<file path="config.mk">
export PLATFORM = sky130hd
export DESIGN_NAME = input_tile_scheduler
export DESIGN_NICKNAME = d
export VERILOG_FILES = /design/src/rtl/input_tile_scheduler.sv
export SDC_FILE = /design/constraint.sdc
export NUM_CORES = 1
export LEC_CHECK = 0
export CAP_MARGIN = 0
export CORE_ASPECT_RATIO = 1.1
export CORE_UTILIZATION = 45
export DETAILED_ROUTE_END_ITERATION = 6
export PLACE_DENSITY_LB_ADDON = 0.1
export SYNTH_ARGS = -nofsm -noshare
export SYNTH_HDL_FRONTEND = slang
export SYNTH_SLANG_ARGS = --single-unit
</file>
<file path="constraint.sdc">
create_clock -name clk -period 4.5 [get_ports clk]
set_input_delay 0.45 -clock clk [delete_from_list [all_inputs] [get_ports clk]]
set_output_delay 0.45 -clock clk [all_outputs]
set_load 0.02 [all_outputs]
</file>
<file path="src/rtl/input_tile_scheduler.sv">
// Input transform scheduler: walks channel ids and block pairs, keeps one
// memory request in flight, counts PE returns and flags layer completion.
module input_tile_scheduler #(
  parameter int ADDR_W = 8,
  parameter int ID_W   = 4,
  parameter int CNT_W  = 12
) (
  input  logic              clk,
  input  logic              reset,
  input  logic              start_i,
  input  logic [ADDR_W-1:0] base_addr_i,
  input  logic [ADDR_W-1:0] block_cnt_i,
  input  logic [ID_W-1:0]   last_id_i,
  input  logic              size_type_i,
  input  logic              stall_i,
  input  logic              input_valid_i,
  input  logic              pe_valid_1_i,
  input  logic              pe_valid_2_i,
  output logic [ADDR_W-1:0] input_addr_o_1,
  output logic [ADDR_W-1:0] input_addr_o_2,
  output logic [ID_W-1:0]   current_id_o,
  output logic [ADDR_W-1:0] block_cnt_o,
  output logic              size_type_o,
  output logic              input_request_o,
  output logic              busy_o,
  output logic              done_o,
  output logic              error_o
);

  typedef enum logic [2:0] {
    S_IDLE,
    S_ISSUE,
    S_WAIT,
    S_DRAIN,
    S_DONE
  } state_e;

  localparam logic [ADDR_W-1:0] A_ONE = ADDR_W'(1);
  localparam logic [ID_W-1:0]   I_ONE = ID_W'(1);
  localparam logic [CNT_W-1:0]  C_ONE = CNT_W'(1);

  state_e state_q, state_d;

  logic [ADDR_W-1:0] base_q, base_d;
  logic [ADDR_W-1:0] bcnt_q, bcnt_d;
  logic [ID_W-1:0]   last_id_q, last_id_d;
  logic              size_q, size_d;

  logic [ADDR_W-1:0] pair_q, pair_d;
  logic [ID_W-1:0]   id_q, id_d;

  logic [ADDR_W-1:0] addr1_q, addr1_d;
  logic [ADDR_W-1:0] addr2_q, addr2_d;
  logic [ID_W-1:0]   cur_id_q, cur_id_d;

  logic [CNT_W-1:0]  issued_q, issued_d;
  logic [CNT_W-1:0]  ret1_q, ret1_d;
  logic [CNT_W-1:0]  ret2_q, ret2_d;
  logic              err_q, err_d;

  logic [ADDR_W-1:0] pairs;
  logic [ADDR_W-1:0] pair_addr;
  logic              last_pair;
  logic              req;
  logic              done;

  assign pairs     = (bcnt_q + A_ONE) >> 1;
  assign pair_addr = base_q + {pair_q[ADDR_W-2:0], 1'b0};
  assign last_pair = (pair_q == pairs - A_ONE) && (id_q == last_id_q);

  always_comb begin
    state_d   = state_q;
    base_d    = base_q;
    bcnt_d    = bcnt_q;
    last_id_d = last_id_q;
    size_d    = size_q;
    pair_d    = pair_q;
    id_d      = id_q;
    addr1_d   = addr1_q;
    addr2_d   = addr2_q;
    cur_id_d  = cur_id_q;
    issued_d  = issued_q;
    ret1_d    = ret1_q;
    ret2_d    = ret2_q;
    err_d     = err_q;
    req       = 1'b0;
    done      = 1'b0;

    unique case (state_q)
      S_IDLE: begin
        if (start_i) begin
          base_d    = base_addr_i;
          bcnt_d    = block_cnt_i;
          last_id_d = last_id_i;
          size_d    = size_type_i;
          pair_d    = '0;
          id_d      = '0;
          issued_d  = '0;
          ret1_d    = '0;
          ret2_d    = '0;
          state_d   = (block_cnt_i == '0) ? S_DONE : S_ISSUE;
        end
      end
      S_ISSUE: begin
        if (!stall_i) begin
          req      = 1'b1;
          issued_d = issued_q + C_ONE;
          addr1_d  = pair_addr;
          addr2_d  = pair_addr + A_ONE;
          cur_id_d = id_q;
          state_d  = S_WAIT;
        end
      end
      S_WAIT: begin
        if (input_valid_i) begin
          if (pair_q < pairs - A_ONE) begin
            pair_d = pair_q + A_ONE;
          end else begin
            pair_d = '0;
            id_d   = id_q + I_ONE;
          end
          state_d = last_pair ? S_DRAIN : S_ISSUE;
        end
      end
      S_DRAIN: begin
        if (ret2_q == issued_q) state_d = S_DONE;
      end
      S_DONE: begin
        done    = 1'b1;
        state_d = S_IDLE;
      end
      default: state_d = S_IDLE;
    endcase

    // returns may land in the same cycle as a request, so compare to issued_d
    if (state_q != S_IDLE) begin
      if (pe_valid_1_i) ret1_d = ret1_q + C_ONE;
      if (pe_valid_2_i) ret2_d = ret2_q + C_ONE;
      if ((ret1_d > issued_d) || (ret2_d > issued_d)) err_d = 1'b1;
    end
  end

  always_ff @(posedge clk) begin
    if (reset) begin
      state_q   <= S_IDLE;
      base_q    <= '0;
      bcnt_q    <= '0;
      last_id_q <= '0;
      size_q    <= 1'b0;
      pair_q    <= '0;
      id_q      <= '0;
      addr1_q   <= '0;
      addr2_q   <= '0;
      cur_id_q  <= '0;
      issued_q  <= '0;
      ret1_q    <= '0;
      ret2_q    <= '0;
      err_q     <= 1'b0;
    end else begin
      state_q   <= state_d;
      base_q    <= base_d;
      bcnt_q    <= bcnt_d;
      last_id_q <= last_id_d;
      size_q    <= size_d;
      pair_q    <= pair_d;
      id_q      <= id_d;
      addr1_q   <= addr1_d;
      addr2_q   <= addr2_d;
      cur_id_q  <= cur_id_d;
      issued_q  <= issued_d;
      ret1_q    <= ret1_d;
      ret2_q    <= ret2_d;
      err_q     <= err_d;
    end
  end

  // the _d values equal the held registers except in the request cycle
  assign input_addr_o_1  = addr1_d;
  assign input_addr_o_2  = addr2_d;
  assign current_id_o    = cur_id_d;
  assign block_cnt_o     = bcnt_q;
  assign size_type_o     = size_q;
  assign input_request_o = req;
  assign busy_o          = (state_q != S_IDLE);
  assign done_o          = done;
  assign error_o         = err_q;

endmodule

</file>
==> results of run 1 <==
==> per-stage QoR <==
step / total power [uW] / setup WS (ns) / std cells
2_1_floorplan: 1300 / 1.18 / 799
3_5_place_dp: 1480 / 0.576 / 976
5_1_grt: 2300 / 0.183 / 992
3_3_place_gp: 1460 / 0.645 / 976
4_1_cts: 2210 / 0.598 / 992
6_report: 2190 / 0.605 / 992
==> power by group through the flow <==
stage	clock network, uW	registers, uW	logic [uW]
after floorplan	0	915	385
after global placement	0	926	538
after CTS	745	909	554
after global routing	770	917	615
final	727	910	550
after detailed placement	0	928	551
==> kinds of logic after synthesis <==
family,Yosys count,share of synthesized area
AND/OR/NAND/NOR,366,0.294
flip-flops,93,0.308
multiplexers,12,0.0209
AO/OA/AOI/OAI,180,0.180
XOR/XNOR,43,0.0624
buffers and inverters,60,0.0406
adder cells (fa/ha/maj),45,0.0939
==> synthesized netlist by cell type, types with 3 or more instances <==
cell and instances:
nor3b_1 16, and3_1 14, buf_2 4, inv_1 8, a21oi_1 75, mux2_2 5
or3_1 5, xor2_1 8, o31ai_1 4, nor4_1 6, a21o_1 3, nand3_1 45
ha_1 42, or4_1 5, xnor2_1 35, o21ai_1 3, clkbuf_1 43, a32o_1 5
dfxtp_1 93, nor2_1 62, and2_1 14, nand2_1 129, nand4_1 12, nor3_1 33
nor2b_1 5, mux2i_1 7, o21ai_0 53, a31oi_1 8, a211oi_1 3, o21a_1 6
or2_2 5
==> worst max-delay path: stages (launching register included) <==
cell	delay (ns)
dfxtp_1	0.64
nor2_1	0.17
nand2_1	0.18
or2_2	0.50
inv_1	0.35
a21oi_1	0.37
ha_1	0.30
nor2b_1	0.13
o31ai_1	0.23
a21oi_1	0.12
maj3_2	0.31
a21oi_1	0.14
o21ai_1	0.08
a32o_1	0.26
==> worst min-delay path by stage <==
stage	startpoint	endpoint	cells past startpoint
after global placement	cur_id_q[2]$_SDFF_PP0_	cur_id_q[2]$_SDFF_PP0_	2
after detailed placement	base_q[5]$_SDFFE_PP0P_	base_q[5]$_SDFFE_PP0P_	2
after CTS	base_q[5]$_SDFFE_PP0P_	base_q[5]$_SDFFE_PP0P_	2
after global routing	base_q[6]$_SDFFE_PP0P_	base_q[6]$_SDFFE_PP0P_	2
after floorplan	base_q[1]$_SDFFE_PP0P_	base_q[1]$_SDFFE_PP0P_	2
final	cur_id_q[1]$_SDFF_PP0_	cur_id_q[1]$_SDFF_PP0_	2
==> flip-flops by register name, indices dropped and copies added (netlist names), 8 cells and up <==
signal / flops
base_q: 8
addr1_q: 8
issued_q: 12
ret1_q: 12
ret2_q: 12
addr2_q: 8
block_cnt_o: 8
pair_q: 8
==> final cells by class <==
| cell class | count | share of cell area |
|---|---|---|
| clock buffers | 10 | 0.0329 |
| inverters | 9 | 0.00486 |
| well taps | 161 | 0.0290 |
| multi-input cells | 646 | 0.566 |
| flip-flops and latches | 93 | 0.268 |
| repair buffers | 67 | 0.0932 |
| clock inverters | 6 | 0.00666 |
==> routing by layer <==
layer,wire [um],up-vias,track usage,part of all wire
li1,-,2895,-,-
met2,8130,99,0.445,0.51
met1,6850,2732,0.271,0.43
met4,376,0,0.103,0.024
met5,0,-,0,0
met3,450,32,0.0265,0.028
==> out/results.txt, run 1 <==
Status -> completed
Die Y-Extent -> 123 um
Crit share post-route -> 0.866
Hold Crit Class -> register to register
FMAX -> 257 MHz
Setup violators final -> 0
Inserted Clock Buffers -> 9
Number of diodes -> 0
Final wirelength -> 15800 um
TNS Setup -> 0 ns
Setup CP Type -> register to register
Layout cells sized above 1 -> 0.0493
Final hold violations -> 0
Avg Cell Area, Syn -> 7.56 um^2
Critical Path End -> error_o$_SDFFE_PP0P_
Port bufs -> 60
CP endpoint kind -> register
Reg-to-reg setup timing slack -> 0.60 ns
Clk pwr share -> 0.332
Power Density -> 315 nW/um^2
Grt total ovfl -> 0
Max Cap Viol -> 0
IO Count -> 61
Area of the core -> 13200 um^2
Initial antenna violation count -> 0
Post-layout util -> 0.528
Post-synth top flop -> dfxtp_1
Hold slack final -> 0.466 ns
Synth Register Bits -> 93
Post-synth top area cell -> dfxtp_1
Final instance area -> 6950 um^2
Post-cts sizing count -> 0
Yosys synthesis warning count -> 0
Unrepaired setup endpoints after global routing -> false
FFs w/ async S/R, synth -> 0
Die area -> 13900 um^2
Reg area -> 1860 um^2
TritonCTS clock tree -> done
Multi-input gate area -> 3930 um^2
Clock-pin transition on the worst setup and hold timing paths -> 0.07 ns
Tightest Pin Transition -> 1.08 ns
Drt via density -> 5.80
Post-route ant nets -> 0
Drt pass-1 iters -> 5
Switch share -> 0.333
Worst-Skew Late Latency -> 0.35 ns
Max VDD drop -> 0.000182 V
Sequential share of the synthesized area -> 0.308
Final min period -> 3.90 ns
Worst Path Required -> 4.75 ns
Residual DRC -> 0
Rows -> 44
Mapped Area -> 6040 um^2
Largest net degree at the start of global routing -> 46
Netlist cell types -> 67
Worst reg-to-reg path cell count -> 13
Worst clock skew -> 0.00565 ns
Clk root buf -> clkbuf_16
Final net count -> 897
1st-iter DRT viols -> 299
Cts hold-fix bufs -> 0
CTS H-tree depth -> 3
DP HPWL -> 11500 um
CP startpoint kind -> register
Most frequent cells in the layout -> 129 x nand2_1, 93 x dfxtp_1, 75 x a21oi_1, 62 x nor2_1, 59 x clkdlybuf4s50_1
Critical Path Start -> state_q[1]$_SDFFE_PP0P_
Post-Syn Instances -> 799
Synth top area cells -> dfxtp_1 31%, ha_1 8.7%, nand2_1 8.0%, a21oi_1 6.2%, xnor2_1 5.1%
EDFF count, synth -> 0
FF-to-FF End -> error_o$_SDFFE_PP0P_
Via count -> 5758
Total GRT Usage -> 0.236
Die W -> 112 um
Psw -> 728 uW
Normalized max-slew margin -> 0.273
Combinational power share -> 0.251
First-pass GRT wire length -> 25800 um
Area Overhead vs Synth -> 15.1%
FF-to-FF Start -> state_q[1]$_SDFFE_PP0P_
Gpl congestion -> 0.898
Worst-path maximum fanout -> 34
Int Power -> 1460 uW
CTS max path bufs -> 2
Initial core utilization -> 0.459
Placed Area -> 6680 um^2
Seq pwr share -> 0.416
Synth top area share -> 0.308
Most common cell after layout, fill and taps aside -> nand2_1
Clk sink count -> 93
Leak -> 0.00265 uW
Worst EP arrival -> 4.14 ns
Vias in the first global route -> 5488
Pins Over Slew Limit -> 0
Fill count -> 1288
Setup repair bufs after CTS -> 0
DR WL/cell -> 15.9 um
Mapped Nets -> 870
Note: power is estimated with default switching activity, not from simulation.
==> run 2, diff against run 1 <==
--- a/config.mk
+++ b/config.mk
@@ -8,6 +8,7 @@
 export CAP_MARGIN = 0
 export CORE_ASPECT_RATIO = 1.1
 export CORE_UTILIZATION = 45
+export CTS_BUF_LIST = sky130_fd_sc_hd__clkbuf_2
 export DETAILED_ROUTE_END_ITERATION = 6
 export PLACE_DENSITY_LB_ADDON = 0.1
 export SYNTH_ARGS = -nofsm -noshare
==> run 2 against run 1 <==
Against the previous run:
- final cell count stayed put
- via count hardly changed
- non-clock buffer count stayed put
- count of clock-buffer cells in the layout stayed put
- cell area is 2.6% lower
- clock skew is 0.027 ns higher
==> out/results.txt, run 2 (synthesis results as in run 1) <==
DP HPWL -> 11500 um
Final net count -> 897
Largest registers -> issued_q (12), ret1_q (12), ret2_q (12)
Number of diodes -> 0
Post-cts sizing count -> 0
Most common cell after layout, fill and taps aside -> nand2_1
Switch share -> 0.377
Status -> completed
Area of the core -> 13200 um^2
Int Power -> 1160 uW
Area Overhead vs Synth -> 12.2%
Setup violators final -> 0
CTS H-tree depth -> 3
Clk root buf -> clkbuf_2
Clock-pin transition on the worst setup and hold timing paths -> 0.29 ns
Combinational power share -> 0.295
Pins Over Slew Limit -> 0
Fill count -> 1316
Worst-Skew Late Latency -> 0.65 ns
Die area -> 13900 um^2
Drt via density -> 5.80
FMAX -> 243 MHz
Normalized max-slew margin -> 0.286
Via count -> 5755
Psw -> 703 uW
Port bufs -> 60
Largest net degree at the start of global routing -> 46
Hold slack final -> 0.307 ns
Initial core utilization -> 0.459
Gpl congestion -> 0.898
Cts hold-fix bufs -> 0
Leak -> 0.00258 uW
Crit share post-route -> 0.914
Final hold violations -> 0
Worst-path maximum fanout -> 6
Max VDD drop -> 0.000189 V
CTS max path bufs -> 2
Overall Power -> 1870 uW
Residual DRC -> 0
Seq pwr share -> 0.490
CP endpoint kind -> output pin
Setup ws final -> 0.388 ns
Die W -> 112 um
DP Worst Slack -> 0.576 ns
Drt pass-1 iters -> 5
1st-iter DRT viols -> 311
Initial antenna violation count -> 0
Total GRT Usage -> 0.238
CP startpoint kind -> register
Worst EP arrival -> 3.66 ns
Worst clock skew -> 0.0330 ns
TritonCTS clock tree -> done
Final wirelength -> 16000 um
Layout cells sized above 1 -> 0.0505
Tightest Pin Transition -> 1.06 ns
Vias in the first global route -> 5512
Hold Crit Class -> input port to register
First-pass GRT wire length -> 25900 um
Unrepaired setup endpoints after global routing -> false
Max Cap Viol -> 0
DR WL/cell -> 16.1 um
Power Density -> 275 nW/um^2
Setup CP Type -> register to output pin
Most frequent cells in the layout -> 129 x nand2_1, 93 x dfxtp_1, 75 x a21oi_1, 62 x nor2_1, 59 x clkdlybuf4s50_1
IO Count -> 61
Worst Path Required -> 4.05 ns
Grt total ovfl -> 0
Inserted Clock Buffers -> 9
Rows -> 44
Final min period -> 4.11 ns
Clk sink count -> 93
Post-route ant nets -> 0
Clk pwr share -> 0.215
Setup repair bufs after CTS -> 0
TNS Setup -> 0 ns
Die Y-Extent -> 123 um
[run 2: power by group through the flow]
stage | clock [uW] | combinational (uW) | sequential (uW)
after global placement | 0 | 538 | 926
after detailed placement | 0 | 551 | 928
final | 401 | 551 | 914
after CTS | 416 | 554 | 913
after floorplan | 0 | 385 | 915
after global routing | 443 | 614 | 922
[run 2: routing by layer]
layer  vias up  routed length (um)  GRT usage
met3        25                 366     0.0304
met1      2746                7120      0.271
met4         0                 342      0.109
met5         -                   0          0
li1       2892                   -          -
met2        92                8130      0.445
[run 2: layout make-up]
class | instances | area, um^2 | area share
Tap cell | 161 | 201 | 0.0297
Clock inverter | 6 | 46.3 | 0.00684
Clock buffer | 10 | 50.0 | 0.00739
Timing Repair Buffer | 67 | 648 | 0.0957
Sequential cell | 93 | 1860 | 0.275
Multi-Input combinational cell | 646 | 3930 | 0.580
Inverter | 9 | 33.8 | 0.00499
[run 2: stage by stage]
step | instance area [um^2] | std cells | util
after floorplan | 6040 | 799 | -
after global placement | 6680 | 976 | 0.507
after detailed placement | 6680 | 976 | 0.507
after CTS | 6770 | 992 | 0.515
after global routing | 6770 | 992 | 0.515
final | 6770 | 992 | 0.515
[run 2: path summary, 6_finish.rpt]
path / from / endpoint / slack (ns) / cells after the start
max: pair_q[1]$_SDFFE_PP0P_ / input_addr_o_2[7] / 0.39 / 9
min: base_addr_i[5] / base_q[5]$_SDFFE_PP0P_ / 0.31 / 3
max reg2reg: state_q[1]$_SDFFE_PP0P_ / error_o$_SDFFE_PP0P_ / 0.61 / 13
min reg2reg: cur_id_q[1]$_SDFF_PP0_ / cur_id_q[1]$_SDFF_PP0_ / 0.48 / 2
[run 2: worst max-delay path: stages (launching register included)]
cell             delay (ns)
dfxtp_1                0.53
ha_1                   0.28
a21o_1                 0.18
a21oi_1                0.22
xnor2_1                0.17
or3_1                  0.43
a311oi_1               0.28
xor2_1                 0.14
o21ai_0                0.18
clkdlybuf4s50_1        0.63
